--- src/rtl/div_pkg.sv ---
// Shared constants for the iterative divider family.
// Reused by the signed wrapper that does sign fix-up around divu_iter.
package div_pkg;

    localparam int DIV_WIDTH = 32;
    localparam int DIV_CNT_W = 6;

    localparam logic [1:0] S_IDLE = 2'd0;
    localparam logic [1:0] S_RUN  = 2'd1;
    localparam logic [1:0] S_DONE = 2'd2;

endpackage

--- src/rtl/divu_step.sv ---
// One restoring radix-2 division iteration.
// Shifts the next dividend bit into R, then keeps the trial difference if it did not go negative.
module divu_step #(
    parameter int W = 32
) (
    input  logic [W:0]   r_i,
    input  logic [W-1:0] q_i,
    input  logic [W-1:0] d_i,
    output logic [W:0]   r_next_o,
    output logic [W-1:0] q_next_o
);

    logic [W:0] s;
    logic [W:0] t;
    logic       unused_msb;

    // The partial remainder is always below D, so its top bit never matters.
    assign unused_msb = r_i[W];
    assign s = {r_i[W-1:0], q_i[W-1]};
    assign t = s - {1'b0, d_i};

    // Restore on a negative trial, otherwise accept it and emit a 1.
    always_comb begin
        if (!t[W]) begin
            r_next_o = t;
            q_next_o = {q_i[W-2:0], 1'b1};
        end else begin
            r_next_o = s;
            q_next_o = {q_i[W-2:0], 1'b0};
        end
    end

endmodule

--- src/rtl/divu_iter.sv ---
// Iterative unsigned divider (DIVU): one quotient bit per clock.
// Quotient goes to LO, remainder to HI; the core stalls while busy.
module divu_iter
    import div_pkg::*;
#(
    parameter int WIDTH = DIV_WIDTH,
    parameter int CNT_W = DIV_CNT_W
) (
    input  logic             clk,
    input  logic             reset,
    input  logic             start,
    input  logic [WIDTH-1:0] dividend,
    input  logic [WIDTH-1:0] divisor,
    output logic [WIDTH-1:0] q,
    output logic [WIDTH-1:0] r,
    output logic             busy,
    output logic             done,
    output logic             div_zero
);

    logic [1:0]       state_q, state_d;
    logic [CNT_W-1:0] cnt_q, cnt_d;
    logic [WIDTH-1:0] dvs_q, dvs_d;
    logic [WIDTH-1:0] quo_q, quo_d;
    logic [WIDTH:0]   rem_q, rem_d;
    logic [WIDTH-1:0] q_q, q_d;
    logic [WIDTH-1:0] r_q, r_d;
    logic             dz_q, dz_d;

    logic [WIDTH:0]   rem_nx;
    logic [WIDTH-1:0] quo_nx;

    divu_step #(
        .W(WIDTH)
    ) u_step (
        .r_i     (rem_q),
        .q_i     (quo_q),
        .d_i     (dvs_q),
        .r_next_o(rem_nx),
        .q_next_o(quo_nx)
    );

    // Sequencing: accept in IDLE/DONE, iterate in RUN, publish on the last step.
    always_comb begin
        state_d = state_q;
        cnt_d   = cnt_q;
        dvs_d   = dvs_q;
        quo_d   = quo_q;
        rem_d   = rem_q;
        q_d     = q_q;
        r_d     = r_q;
        dz_d    = dz_q;
        unique case (state_q)
            S_IDLE, S_DONE: begin
                if (start) begin
                    state_d = S_RUN;
                    dvs_d   = divisor;
                    quo_d   = dividend;
                    rem_d   = '0;
                    cnt_d   = '0;
                end else begin
                    state_d = S_IDLE;
                end
            end
            S_RUN: begin
                rem_d = rem_nx;
                quo_d = quo_nx;
                cnt_d = cnt_q + 1'b1;
                if (cnt_q == CNT_W'(WIDTH - 1)) begin
                    state_d = S_DONE;
                    q_d     = quo_nx;
                    r_d     = rem_nx[WIDTH-1:0];
                    dz_d    = (dvs_q == '0);
                end
            end
            default: state_d = S_IDLE;
        endcase
    end

    // State and result registers; reset abandons any operation in flight.
    always_ff @(posedge clk) begin
        if (reset) begin
            state_q <= S_IDLE;
            cnt_q   <= '0;
            dvs_q   <= '0;
            quo_q   <= '0;
            rem_q   <= '0;
            q_q     <= '0;
            r_q     <= '0;
            dz_q    <= 1'b0;
        end else begin
            state_q <= state_d;
            cnt_q   <= cnt_d;
            dvs_q   <= dvs_d;
            quo_q   <= quo_d;
            rem_q   <= rem_d;
            q_q     <= q_d;
            r_q     <= r_d;
            dz_q    <= dz_d;
        end
    end

    assign busy     = (state_q == S_RUN);
    assign done     = (state_q == S_DONE);
    assign q        = q_q;
    assign r        = r_q;
    assign div_zero = dz_q;

endmodule

--- config.mk ---
export PLATFORM = sky130hd
export DESIGN_NAME = divu_iter
export DESIGN_NICKNAME = d
export VERILOG_FILES = /design/src/rtl/div_pkg.sv /design/src/rtl/divu_step.sv /design/src/rtl/divu_iter.sv
export SDC_FILE = /design/constraint.sdc
export NUM_CORES = 1
export LEC_CHECK = 0
export ABC_AREA = 1
export CORE_MARGIN = 3
export CORE_UTILIZATION = 35
export CTS_BUF_LIST = sky130_fd_sc_hd__clkbuf_16
export CTS_CLUSTER_DIAMETER = 120
export DETAILED_ROUTE_END_ITERATION = 8
export HOLD_SLACK_MARGIN = 0.06
export SYNTH_ARGS = -nofsm -noshare
export SYNTH_HDL_FRONTEND = slang
export SYNTH_HIERARCHICAL = 1
export SYNTH_SLANG_ARGS = --single-unit
--- constraint.sdc ---
create_clock -name clk -period 3.7 [get_ports clk]
set_input_delay 0.37 -clock clk [delete_from_list [all_inputs] [get_ports clk]]
set_output_delay 0.37 -clock clk [all_outputs]
set_load 0.02 [all_outputs]
==> results by group <==
Status
  – Outcome: finished clean

Worst setup path
  – R2R setup slack: 0.65 ns
  – CP Launch Type: register
  – Critical Path RT: 4.05 ns
  – Crit path cell chain: inv_1, ha_1, fa_1, inv_1, nand3_1, nand3_1, nand3_1, nand3_2, nand2_1, nand2_1, nand4_1, nand2_1, ha_1, inv_1, buf_12, nand2_1, o21ai_0, nand2_1, a21oi_1
  – Crit Reg-Reg Startpoint: quo_q[31]$_SDFFE_PP0P_
  – CP arrival: approximately 3.4 ns
  – Crit-path max cell delay: 0.36 ns
  – CP Capture Type: register
  – Crit path depth: 19
  – CP Class: reg2reg
  – Crit path max-delay family: simple AND/OR/NAND/NOR gates
  – Number of buffer and inverter stages on the critical path: 4
  – R2R cell count: 19
  – Worst-path fanout max: 44
  – Critical path's most frequent cell: nand2_1
  – Critical R2R Capture: rem_q[6]$_SDFFE_PP0P_
  – Slowest CP cell: dfxtp_1

Power
  – Sw power: 1970 uW
  – LEAKAGE: 0.00522 uW
  – Sw frac: 0.361
  – Pwr Total: roughly 5400 uW
  – Register share of total power: 0.365
  – Clk pwr share: 0.331
  – Worst VDD drop: 274 uV
  – Combinational share of power: 0.305
  – Pwr/cell area: 486 mW/mm2
  – Cell internal pwr: around 3500 uW

GRT
  – Overflow after GRT: 0
  – First-pass GRT wire length: 44.9 mm
  – Vias in the first global route: 8932
  – Initial antenna violation count: 1
  – Tot GR Track Use: 0.193
  – Largest net degree at the start of global routing: 67

Timing
  – Worst Skew: 0.0109 ns
  – Worst slew margin: 0.464
  – Max Clock Freq: ~0.33 GHz
  – Tcrit/Tclk final: 0.825
  – Setup TNS: 0 ns
  – Unrepaired setup endpoints after global routing: no
  – Final setup fails: 0
  – Fin. max-slew vios: 0
  – Min Tclk post-route: 3.05 ns
  – Hold Slack: about 0.46 ns
  – Final hold violation count: 0
  – Worst Max-Slew Pin Slew: 0.805 ns

Floorplanning
  – Die X: 169 um
  – Cell Rows: 58
  – Die Y-Extent: 169 um
  – Starting Density: 0.362
  – Die area: ~0.029 mm2
  – Floorplan core area: around 0.026 mm2
  – IO Count: roughly 130

Cells and area
  – Leading cell type in the layout, fill and taps excluded: nand2_1
  – Layout cell share with drive strength beyond 1: 0.0487
  – N_diodes: 0
  – Area delta synth->final: 20.9%
  – Commonest non-fill, non-tap cells in the layout: 570 x nand2_1, 169 x dfxtp_1, 148 x inv_1
  – Nets: between 1500 and 2000

Clock tree
  – CTS buffer count: 17
  – CTS sink cnt: ~170
  – Root buffer cell: clkbuf_16
  – Worst-Skew Late Latency: 0.43 ns
  – Clock transition at the registers of the reported paths: ~0.070 ns
  – Post-CTS Hold Buffers: 0
  – CTS tree: built
  – PostCTS Resize Cnt: 0
  – H-tree Lvls: 4
  – Bufs on Longest Clock Path: 2
  – Setup repair bufs after CTS: 0

Drt
  – DRT Wirelength: 27.3 mm
  – Vias: 9012
  – DRC viols: 0
  – Post-DRT Antenna Nets: 0
  – WL/cell: 14.6 um
  – DRT iter0 DRCs: around 590
  – DR pass1 iterations: 5
  – Vias/cell: 4.82

Placement
  – GPL Wtd Cong: 0.925
  – Dpl hpwl: 19.7 mm
  – IO Port Bufs: 133

Hold path
  – Worst Hold End: q[18]$_SDFFE_PP0P_
  – Hold Path Stages: 2
  – Worst min path class: reg2reg
  – Min-Delay Startpoint: quo_q[17]$_SDFFE_PP0P_

Logic synthesis
  – Post-Syn Instances: about 1500
  – Synthesized area: roughly 0.0093 mm2
  – Syn Area/Cell: 6.37 um2
  – Ys Warns: 6
  – Post-Syn Nets: 1559

Run
  – Max-cap violations: 0
==> metal layers <==
metal	track usage	routed length, um
met5	0	13
met3	0.0432	1510
met2	0.318	12500
met1	0.253	12800
met4	0.0583	551
==> final cells by class <==
class | instances | area [um2]
inverters | 154 | 578
clock buffers | 17 | 425
well taps | 330 | 413
repair buffers | 146 | 1460
fillers | 2712 | 14400
clock inverters | 14 | 159
flip-flops and latches | 169 | 3380
multi-input cells | 1040 | 4800
==> registers in the layout, indices dropped and copies added, names as in the netlist <==
| name | flops |
|---|---|
| r | 32 |
| quo_q | 32 |
| q | 32 |
| dvs_q | 32 |
| cnt_q | 6 |
| rem_q | 32 |
| div_zero | 1 |
| state_q | 2 |
==> how the worst max path moves through the flow <==
stage / start / to / slack [ns]
2_1_floorplan: quo_q[31]$_SDFFE_PP0P_ / rem_q[5]$_SDFFE_PP0P_ / 0.74
3_3_place_gp: quo_q[31]$_SDFFE_PP0P_ / rem_q[2]$_SDFFE_PP0P_ / 0.72
3_5_place_dp: quo_q[31]$_SDFFE_PP0P_ / rem_q[2]$_SDFFE_PP0P_ / 0.65
4_1_cts: quo_q[31]$_SDFFE_PP0P_ / rem_q[2]$_SDFFE_PP0P_ / 0.63
5_1_grt: quo_q[31]$_SDFFE_PP0P_ / rem_q[9]$_SDFFE_PP0P_ / 0.29
6_report: quo_q[31]$_SDFFE_PP0P_ / rem_q[6]$_SDFFE_PP0P_ / 0.65
==> stage by stage <==
stage          worst slack (ns)  std cells  area (um2)   util
6_report                  0.646       1870       11200  0.438
5_1_grt                   0.291       1870       11200  0.438
4_1_cts                   0.632       1870       11200  0.438
3_5_place_dp              0.650       1839       10600  0.415
3_3_place_gp              0.724       1839       10600  0.415
2_1_floorplan             0.741       1457        9280      -
==> worst reg2reg max path: cells and delay by family, from the launching register on <==
| kind | cells | cell delay, ns |
|---|---|---|
| buffers and inverters | 4 | 0.66 |
| adder cells (fa/ha/maj) | 3 | 0.80 |
| flip-flops | 1 | 0.36 |
| AND/OR/NAND/NOR | 10 | 0.90 |
| AO/OA/AOI/OAI | 2 | 0.28 |
==> power by group through the flow <==
stage / Sequential (uW) / Clock (uW) / Combinational [uW]
6_report: 1990 / 1800 / 1660
4_1_cts: 1990 / 1850 / 1660
5_1_grt: 2000 / 1920 / 1890
3_3_place_gp: 2030 / 0 / 1630
2_1_floorplan: 2000 / 0 / 1230
3_5_place_dp: 2030 / 0 / 1650
Note: power is estimated with default switching activity, not from simulation.
